==> config.mk <==
export PLATFORM = sky130hd
export DESIGN_NAME = muldiv_unit
export DESIGN_NICKNAME = d
export VERILOG_FILES = /design/src/rtl/muldiv_pkg.sv /design/src/rtl/muldiv_unit.sv
export SDC_FILE = /design/constraint.sdc
export NUM_CORES = 1
export LEC_CHECK = 0
export ABC_CLOCK_PERIOD_IN_PS = 10910
export CAP_MARGIN = 20
export CORE_UTILIZATION = 55
export DETAILED_ROUTE_END_ITERATION = 6
export HOLD_SLACK_MARGIN = 0.06
export PLACE_DENSITY = 0.78
export SLEW_MARGIN = 25
export SYNTH_ARGS = -nofsm -noshare
export SYNTH_HDL_FRONTEND = slang
export SYNTH_SLANG_ARGS = --single-unit
==> constraint.sdc <==
create_clock -name clk -period 10.91 [get_ports clk]
set_input_delay 1.6365 -clock clk [delete_from_list [all_inputs] [get_ports clk]]
set_output_delay 1.6365 -clock clk [all_outputs]
set_load 0.01 [all_outputs]
==> src/rtl/muldiv_pkg.sv <==
// Shared encodings for the iterative HI/LO multiply/divide unit.
package muldiv_pkg;
  localparam int XLEN_ITER = 32;

  typedef enum logic [1:0] {
    OP_MULT  = 2'b00,
    OP_MULTU = 2'b01,
    OP_DIV   = 2'b10,
    OP_DIVU  = 2'b11
  } op_e;

  typedef enum logic [1:0] {
    S_IDLE = 2'b00,
    S_RUN  = 2'b01,
    S_FIX  = 2'b10
  } state_e;
endpackage

==> src/rtl/muldiv_unit.sv <==
// EX-stage multiply/divide unit owning HI/LO: one result bit per cycle on
// operand magnitudes, with the sign fixup applied in a single FIX cycle.
module muldiv_unit
  import muldiv_pkg::*;
#(
  parameter int XLEN = 32
) (
  input  logic            clk,
  input  logic            rst_n,
  input  logic            start,
  input  logic [1:0]      op,
  input  logic [XLEN-1:0] rs_val,
  input  logic [XLEN-1:0] rt_val,
  input  logic            mthi,
  input  logic            mtlo,
  input  logic            mf_req,
  input  logic            cancel,
  output logic [XLEN-1:0] hi,
  output logic [XLEN-1:0] lo,
  output logic            busy,
  output logic            stall
);
  localparam logic [XLEN-1:0]   ONE   = XLEN'(1);
  localparam logic [2*XLEN-1:0] ONE_W = (2*XLEN)'(1);

  function automatic logic [2*XLEN-1:0] neg_dw(input logic [2*XLEN-1:0] x);
    return ~x + ONE_W;
  endfunction

  state_e            state_q, state_d;
  logic [4:0]        cnt_q, cnt_d;
  logic [2*XLEN-1:0] acc_q, acc_d;
  logic [XLEN-1:0]   ma_q, ma_d, mb_q, mb_d, a_raw_q, a_raw_d;
  logic [XLEN-1:0]   hi_q, hi_d, lo_q, lo_d;
  op_e               op_q, op_d;
  logic              bz_q, bz_d, sa_q, sa_d, sx_q, sx_d;

  // Magnitudes of the incoming operands; unsigned ops never negate.
  logic            in_signed, in_sa, in_sb;
  logic [XLEN-1:0] in_ma, in_mb;
  assign in_signed = ~op[0];
  assign in_sa     = in_signed & rs_val[XLEN-1];
  assign in_sb     = in_signed & rt_val[XLEN-1];
  assign in_ma     = in_sa ? (~rs_val + ONE) : rs_val;
  assign in_mb     = in_sb ? (~rt_val + ONE) : rt_val;

  // Multiply: acc = {partial, multiplier}, add multiplicand on LSB then shift.
  logic [XLEN:0]     msum;
  logic [2*XLEN-1:0] mul_nxt;
  assign msum    = {1'b0, acc_q[2*XLEN-1:XLEN]} + {1'b0, (acc_q[0] ? ma_q : '0)};
  assign mul_nxt = {msum, acc_q[XLEN-1:1]};

  // Divide: acc = {remainder, dividend/quotient}, restoring subtract.
  logic [XLEN:0]     drem, dsub;
  logic              dge;
  logic [2*XLEN-1:0] div_nxt;
  assign drem    = acc_q[2*XLEN-1:XLEN-1];
  assign dge     = drem >= {1'b0, mb_q};
  assign dsub    = drem - {1'b0, mb_q};
  assign div_nxt = {(dge ? dsub[XLEN-1:0] : drem[XLEN-1:0]), acc_q[XLEN-2:0], dge};

  logic              is_div;
  logic [2*XLEN-1:0] prod;
  logic [XLEN-1:0]   quo, rem;
  assign is_div = (op_q == OP_DIV) || (op_q == OP_DIVU);
  assign prod   = ((op_q == OP_MULT) && sx_q) ? neg_dw(acc_q) : acc_q;
  assign quo    = ((op_q == OP_DIV) && sx_q) ? (~acc_q[XLEN-1:0] + ONE) : acc_q[XLEN-1:0];
  assign rem    = ((op_q == OP_DIV) && sa_q) ? (~acc_q[2*XLEN-1:XLEN] + ONE)
                                             : acc_q[2*XLEN-1:XLEN];

  always_comb begin
    state_d = state_q;
    cnt_d   = cnt_q;
    acc_d   = acc_q;
    ma_d    = ma_q;
    mb_d    = mb_q;
    a_raw_d = a_raw_q;
    op_d    = op_q;
    bz_d    = bz_q;
    sa_d    = sa_q;
    sx_d    = sx_q;
    hi_d    = hi_q;
    lo_d    = lo_q;
    case (state_q)
      S_IDLE: begin
        // A flush squashes a launching instruction too; start beats mthi/mtlo.
        if (start && !cancel) begin
          state_d = S_RUN;
          cnt_d   = 5'(XLEN_ITER - 1);
          op_d    = op_e'(op);
          ma_d    = in_ma;
          mb_d    = in_mb;
          a_raw_d = rs_val;
          bz_d    = (rt_val == '0);
          sa_d    = in_sa;
          sx_d    = in_sa ^ in_sb;
          acc_d   = op[1] ? {{XLEN{1'b0}}, in_ma} : {{XLEN{1'b0}}, in_mb};
        end else begin
          if (mthi) hi_d = rs_val;
          if (mtlo) lo_d = rs_val;
        end
      end
      S_RUN: begin
        if (cancel) begin
          state_d = S_IDLE;
        end else begin
          acc_d = is_div ? div_nxt : mul_nxt;
          cnt_d = cnt_q - 5'd1;
          if (cnt_q == 5'd0) state_d = S_FIX;
        end
      end
      S_FIX: begin
        state_d = S_IDLE;
        if (!cancel) begin
          if (!is_div) begin
            hi_d = prod[2*XLEN-1:XLEN];
            lo_d = prod[XLEN-1:0];
          end else if (bz_q) begin
            hi_d = a_raw_q;
            lo_d = '1;
          end else begin
            hi_d = rem;
            lo_d = quo;
          end
        end
      end
      default: state_d = S_IDLE;
    endcase
  end

  always_ff @(posedge clk or negedge rst_n) begin
    if (!rst_n) begin
      state_q <= S_IDLE;
      cnt_q   <= '0;
      acc_q   <= '0;
      ma_q    <= '0;
      mb_q    <= '0;
      a_raw_q <= '0;
      op_q    <= OP_MULT;
      bz_q    <= 1'b0;
      sa_q    <= 1'b0;
      sx_q    <= 1'b0;
      hi_q    <= '0;
      lo_q    <= '0;
    end else begin
      state_q <= state_d;
      cnt_q   <= cnt_d;
      acc_q   <= acc_d;
      ma_q    <= ma_d;
      mb_q    <= mb_d;
      a_raw_q <= a_raw_d;
      op_q    <= op_d;
      bz_q    <= bz_d;
      sa_q    <= sa_d;
      sx_q    <= sx_d;
      hi_q    <= hi_d;
      lo_q    <= lo_d;
    end
  end

  assign busy  = (state_q != S_IDLE);
  assign stall = busy & (start | mf_req | mthi | mtlo);
  assign hi    = hi_q;
  assign lo    = lo_q;
endmodule
Word-level counts from Yosys, hierarchy flattened

Index checks and enable logic that the tools add are counted.

Output and inout port bits: 66
Input port bits: 73
Flip-flop bits (word level): 236
Word-level logic and storage cells: 94

Multiplexer cells: 31
Reduce and logical (&&, ||, !) cells: 18
Order comparisons: 1
Add/subtract/negate cells: 8
Bitwise operators: 13
Equal/unequal tests: 11

Operators with widths:

| kind                    | number |
|---|---|
| $mux W32                | 17 |
| $mux W64                | 4 |
| $add A32 B1 Y32 const B | 4 |
| $not A32 Y32            | 4 |
| $pmux W32 S2            | 2 |
| $pmux W64 S2            | 1 |
| $add A64 B1 Y64 const B | 1 |
| $not A64 Y64            | 1 |
| $add A32 B32 Y33        | 1 |
| $ge A33 B32 Y1          | 1 |
| $logic_not A32 Y1       | 1 |
| $sub A32 B32 Y32        | 1 |
| $ne A2 B2 Y1 const B    | 6 |
| $mux W5                 | 2 |
| $pmux W5 S2             | 1 |
| $reduce_and A4 Y1       | 2 |
| $eq A2 B2 Y1 const B    | 3 |
| $mux W2                 | 3 |
| $reduce_bool A2 Y1      | 3 |
| $logic_not A5 Y1        | 1 |
| $sub A5 B1 Y5 const B   | 1 |
| $logic_and A1 B1 Y1     | 4 |
| $logic_not A2 Y1        | 2 |
| $pmux W2 S2             | 1 |
| 10 further kinds        | 15 |

Longest topological paths before layout

Word-level depth: 7
Gate-level depth with buffers: 14
Gate-level depth less buffers: 13

Worst setup path before layout

No wires, ideal clock.

Path type: input port to flip-flop
From: in rs_val[7]
To: reg acc_q[30]
Path buffers: 2
Path slack: 7,110 ps
Setup time: 126 ps
Stages on the path: 11
Data arrival time: 3,674 ps
Path through: buf_2 or4_4 nor4b_2 and3_1 buf_2 nand3_1 o31ai_2 xnor2_1 nand2_1 o21ai_0 a221o_1

Cells in the longest elaborated chain, start to end: 6

RTL lines:

| item                 | RTL line           | RTL |
|---|---|---|
| start, declared      | muldiv_unit.sv:12  | `input logic [XLEN-1:0] rs_val,` |
| $not A32 Y32         | muldiv_unit.sv:44  | `assign in_ma = in_sa ? (~rs_val + ONE) : rs_val;` |
| $add A32 B1 Y32      | muldiv_unit.sv:44  |  |
| $mux W32             | muldiv_unit.sv:44  |  |
| $mux W32             | muldiv_unit.sv:97  | `acc_d = op[1] ? {{XLEN{1'b0}}, in_ma} : {{XLEN{1'b0}}, in_mb};` |
| $mux W64             | muldiv_unit.sv:87  | `if (start && !cancel) begin` |
| $pmux W64 S2         | muldiv_unit.sv:84  | `case (state_q)` |
| end signal, assigned | muldiv_unit.sv:135 | `acc_q <= '0;` |
| end signal, assigned | muldiv_unit.sv:148 | `acc_q <= acc_d;` |
| end, declared        | muldiv_unit.sv:32  | `logic [2*XLEN-1:0] acc_q, acc_d;` |

No other way between the ends. The select of a mux whose other input is x is not followed.
A chain may end at the register's enable or synchronous reset.

Worst setup path after layout

From: in start
To: out stall

Cells in the longest elaborated chain, start to end: 4

RTL lines:

| item                      | RTL line           | RTL |
|---|---|---|
| start, declared           | muldiv_unit.sv:10  | `input logic start,` |
| $or A1 B1 Y1 (3 in a row) | muldiv_unit.sv:162 | `assign stall = busy & (start \| mf_req \| mthi \| mtlo);` |
| $and A1 B1 Y1             | muldiv_unit.sv:162 |  |
| end, declared             | muldiv_unit.sv:21  | `output logic stall` |

No other way between the ends.

==> results.py <==
metrics = {
    "floorplan": {
        "die-area_um2": 33800,
        "start_util": 0.559,
        "dieHeight_um": 184,
        "row_count": 66,
        "io_pins": 139,
        "coreArea_um2": 32500,
        "die_w_um": 184,
    },
    "global_routing": {
        "overflow": 0,
        "grt_usage": 0.405,
        "antenna_found_initial": 0,
        "grt_pass1_vias": 17300,
        "grt_max_degree": 110,
        "grt_first_pass_wirelength_mm": 103,
    },
    "power": {
        "ir_drop_v": 0.000152,
        "p_per_area_nw_per_um2": 232,
        "power.total_mw": 4.78,
        "p_leak_nw": 8.90,
    },
    "synthesis": {
        "seq_area_frac_synth": 0.323,
        "synthSimpleGateAreaFrac": 0.206,
        "synthTopCellsByCount": "nand2_1, dfrtp_1, o21ai_0, a21oi_1, nor2_1",
        "synth_xor_area_frac": 0.0852,
        "netlist_instances": 2318,
        "synth_area_leaders": "dfrtp_1, nand2_1, o21ai_0",
        "synth_compound_area_frac": 0.242,
        "yosysMostFrequentCell": "nand2_1",
        "ys_warn_count": 0,
        "synthFlopType": "dfrtp_1",
        "synth_top_area_frac": 0.323,
        "synth.avg_cell_area_um2": 7.85,
        "synth_area_um2": 18200,
        "synth_cell_types": 92,
        "synthMuxAreaShare": 0.0404,
        "synth_top_family_by_area": "compound AO/OA/AOI/OAI gates",
        "yosysTopAreaCell": "dfrtp_1",
        "synthAdderAreaFrac": 0.0503,
        "ys_ff_latch": 235,
        "ys_async_sr_fraction": 1.00,
        "syn_nets": 2463,
        "synth-edff-count": 0,
    },
    "setup_path": {
        "critPathSlowestCell": "clkdlybuf4s50_1",
        "timing.rr.end": "acc_q[51]",
        "crit_family": "buffers and inverters",
        "path_class": "in2out",
        "critPathBufInv": 2,
        "crit_chain": "clkdlybuf4s50_1 > o41a_1 > clkdlybuf4s50_1",
        "cp.arrival_ps": 2950,
        "critical_path.endpoint_type": "output pin",
        "r2r_setup_slack_ps": 6480,
        "path_depth": 3,
        "cp.required_ps": 9270,
        "crit_start": "start",
        "r2r_start": "acc_q[36]",
        "crit_path_frequent_cell": "clkdlybuf4s50_1",
        "cp-start-kind": "input pin",
        "critPathMaxStageDelay_ps": 480,
        "cp_max_fo": 2,
        "crit_end": "stall",
        "ff2ff_path_depth": 11,
    },
    "cts": {
        "cts.hold.buffers_added": 0,
        "clk_latency_ps": 580,
        "cts_max_path_buffers": 3,
        "clk_pin_slew_ps": 60,
        "cts_tree": "built",
        "clock_sinks": 235,
        "cts_setup_buffers": 0,
        "post_cts_resized": 0,
        "h-tree-depth": 1,
        "cts_root_buffer": "clkbuf_16",
        "cts_buffers": 28,
    },
    "timing": {
        "layout_setup_ws_ps": 6320,
        "hold_viol_final": 0,
        "fin_crit_ps": 4590,
        "fmax_mhz": 218,
        "skew_ps": 11.7,
        "fin_tns_setup_ps": 0,
        "worst_pin_slew_ps": 1100,
        "final-max-slew-violation-count": 0,
        "rsz0062_at_grt": "false",
        "setup_violations": 0,
        "max-slew-margin-rel": 0.261,
        "fin_crit_sh": 0.421,
    },
    "drt": {
        "drt-initial-drc-count": 2272,
        "drc": 0,
        "ant_nets": 0,
        "wl_per_cell_um": 24.6,
        "viasPerCell": 6.56,
        "vias": 18300,
        "wl_mm": 68.7,
        "drtPass1Iterations": 6,
    },
    "final_layout": {
        "area_growth_pct": 13.2,
        "fillers": 2919,
        "drive_above_1_share": 0.0509,
        "final_area_um2": 20600,
        "n_antenna_cell": 0,
        "nets": 2483,
    },
    "place": {
        "post_dp_cell_area_um2": 19600,
        "place_congestion": 1.01,
        "place_ws_ps": 6030,
        "io_buffers": 138,
        "hpwl_mm": 50.2,
    },
    "flow_run": {
        "maxCapViolations": 0,
    },
    "min_path": {
        "min_path_type": "reg2reg",
    },
    "outcome": {
        "status": "complete, no violations",
    },
}
registers in the layout, summed over array words and instances, names as in the netlist, 2 cells and up:
register  count
lo           32
hi           32
a_raw_q      31
op_q          2
cnt_q         5
mb_q         32
state_q       2
ma_q         32
acc_q        64
area by class of cell:
class	count	area (um2)	area share
inverters	71	267	0.0129
multi-input cells	1841	11400	0.553
repair buffers	161	1550	0.0755
clock inverters	10	131	0.00638
well taps	442	553	0.0269
flip-flops and latches	235	5880	0.286
clock buffers	38	810	0.0393
placed cells by master, fill, tap and decap left out, types with 7 or more instances in the layout:
| cell type | netlist | layout |
|---|---|---|
| nand2_1 | 351 | 350 |
| dfrtp_1 | 235 | 234 |
| o21ai_0 | 230 | 230 |
| a21oi_1 | 196 | 196 |
| nor2_1 | 182 | 177 |
| clkdlybuf4s50_1 | 0 | 136 |
| xnor2_1 | 91 | 91 |
| xor2_1 | 86 | 86 |
| inv_1 | 71 | 71 |
| mux2i_1 | 70 | 70 |
| ha_1 | 70 | 70 |
| nor3_1 | 55 | 55 |
| nand3_1 | 37 | 37 |
| o22ai_1 | 37 | 37 |
| and2_1 | 35 | 35 |
| a21o_1 | 30 | 30 |
| clkbuf_16 | 0 | 29 |
| o31ai_1 | 27 | 27 |
| a211oi_1 | 23 | 23 |
| buf_4 | 4 | 23 |
| a31oi_1 | 20 | 20 |
| o211ai_1 | 19 | 19 |
| nand2b_1 | 18 | 18 |
| nor4_1 | 18 | 18 |
| and3_1 | 16 | 16 |
| nand4_1 | 14 | 14 |
| a22oi_1 | 13 | 13 |
| or3_1 | 12 | 12 |
| o21bai_1 | 12 | 12 |
| o21a_1 | 12 | 12 |
| nor2b_1 | 14 | 11 |
| o221ai_1 | 10 | 10 |
| o41ai_1 | 8 | 8 |
| or4_1 | 7 | 7 |
| a311oi_1 | 7 | 7 |
| a211o_1 | 7 | 7 |
tightest hold or removal path, stage by stage (launching register included):
cell and delay, ps:
dfrtp_1 340, nand2_1 50, nand2_1 50
where the power goes:
part	internal (mW)	switching (mW)
Clock	0.585	0.397
Sequential	1.08	0.386
Combinational	0.945	1.40
Total	2.61	2.18
logic make-up after synthesis:
kind of cell / after synthesis
adder cells (fa/ha/maj): 72
AO/OA/AOI/OAI: 716
XOR/XNOR: 177
buffers and inverters: 242
AND/OR/NAND/NOR: 803
flip-flops: 235
multiplexers: 73
layer usage:
metal	part of all wire	wire, um	GRT usage	vias up
met5	0	0	0	-
met3	0.11	7550	0.100	287
li1	-	-	-	8265
met2	0.43	29600	0.612	1094
met4	0.066	4540	0.239	0
met1	0.39	27000	0.524	8697
per-stage QoR:
step	util	hold slack, ps	cells
2_1_floorplan	-	438	2318
3_3_place_gp	0.604	451	2750
3_5_place_dp	0.604	459	2750
4_1_cts	0.633	474	2798
5_1_grt	0.633	496	2798
6_report	0.633	470	2798
worst min-delay path by stage:
stage / from / endpoint / slack [ps] / cells after the start
2_1_floorplan: ma_q[29] / ma_q[29] / 440 / 2
3_3_place_gp: ma_q[29] / ma_q[29] / 450 / 2
3_5_place_dp: a_raw_q[28] / a_raw_q[28] / 460 / 2
4_1_cts: a_raw_q[28] / a_raw_q[28] / 470 / 2
5_1_grt: a_raw_q[3] / a_raw_q[3] / 500 / 2
6_report: ma_q[29] / ma_q[29] / 470 / 2
No activity file was read; power rests on OpenSTA's default activity.
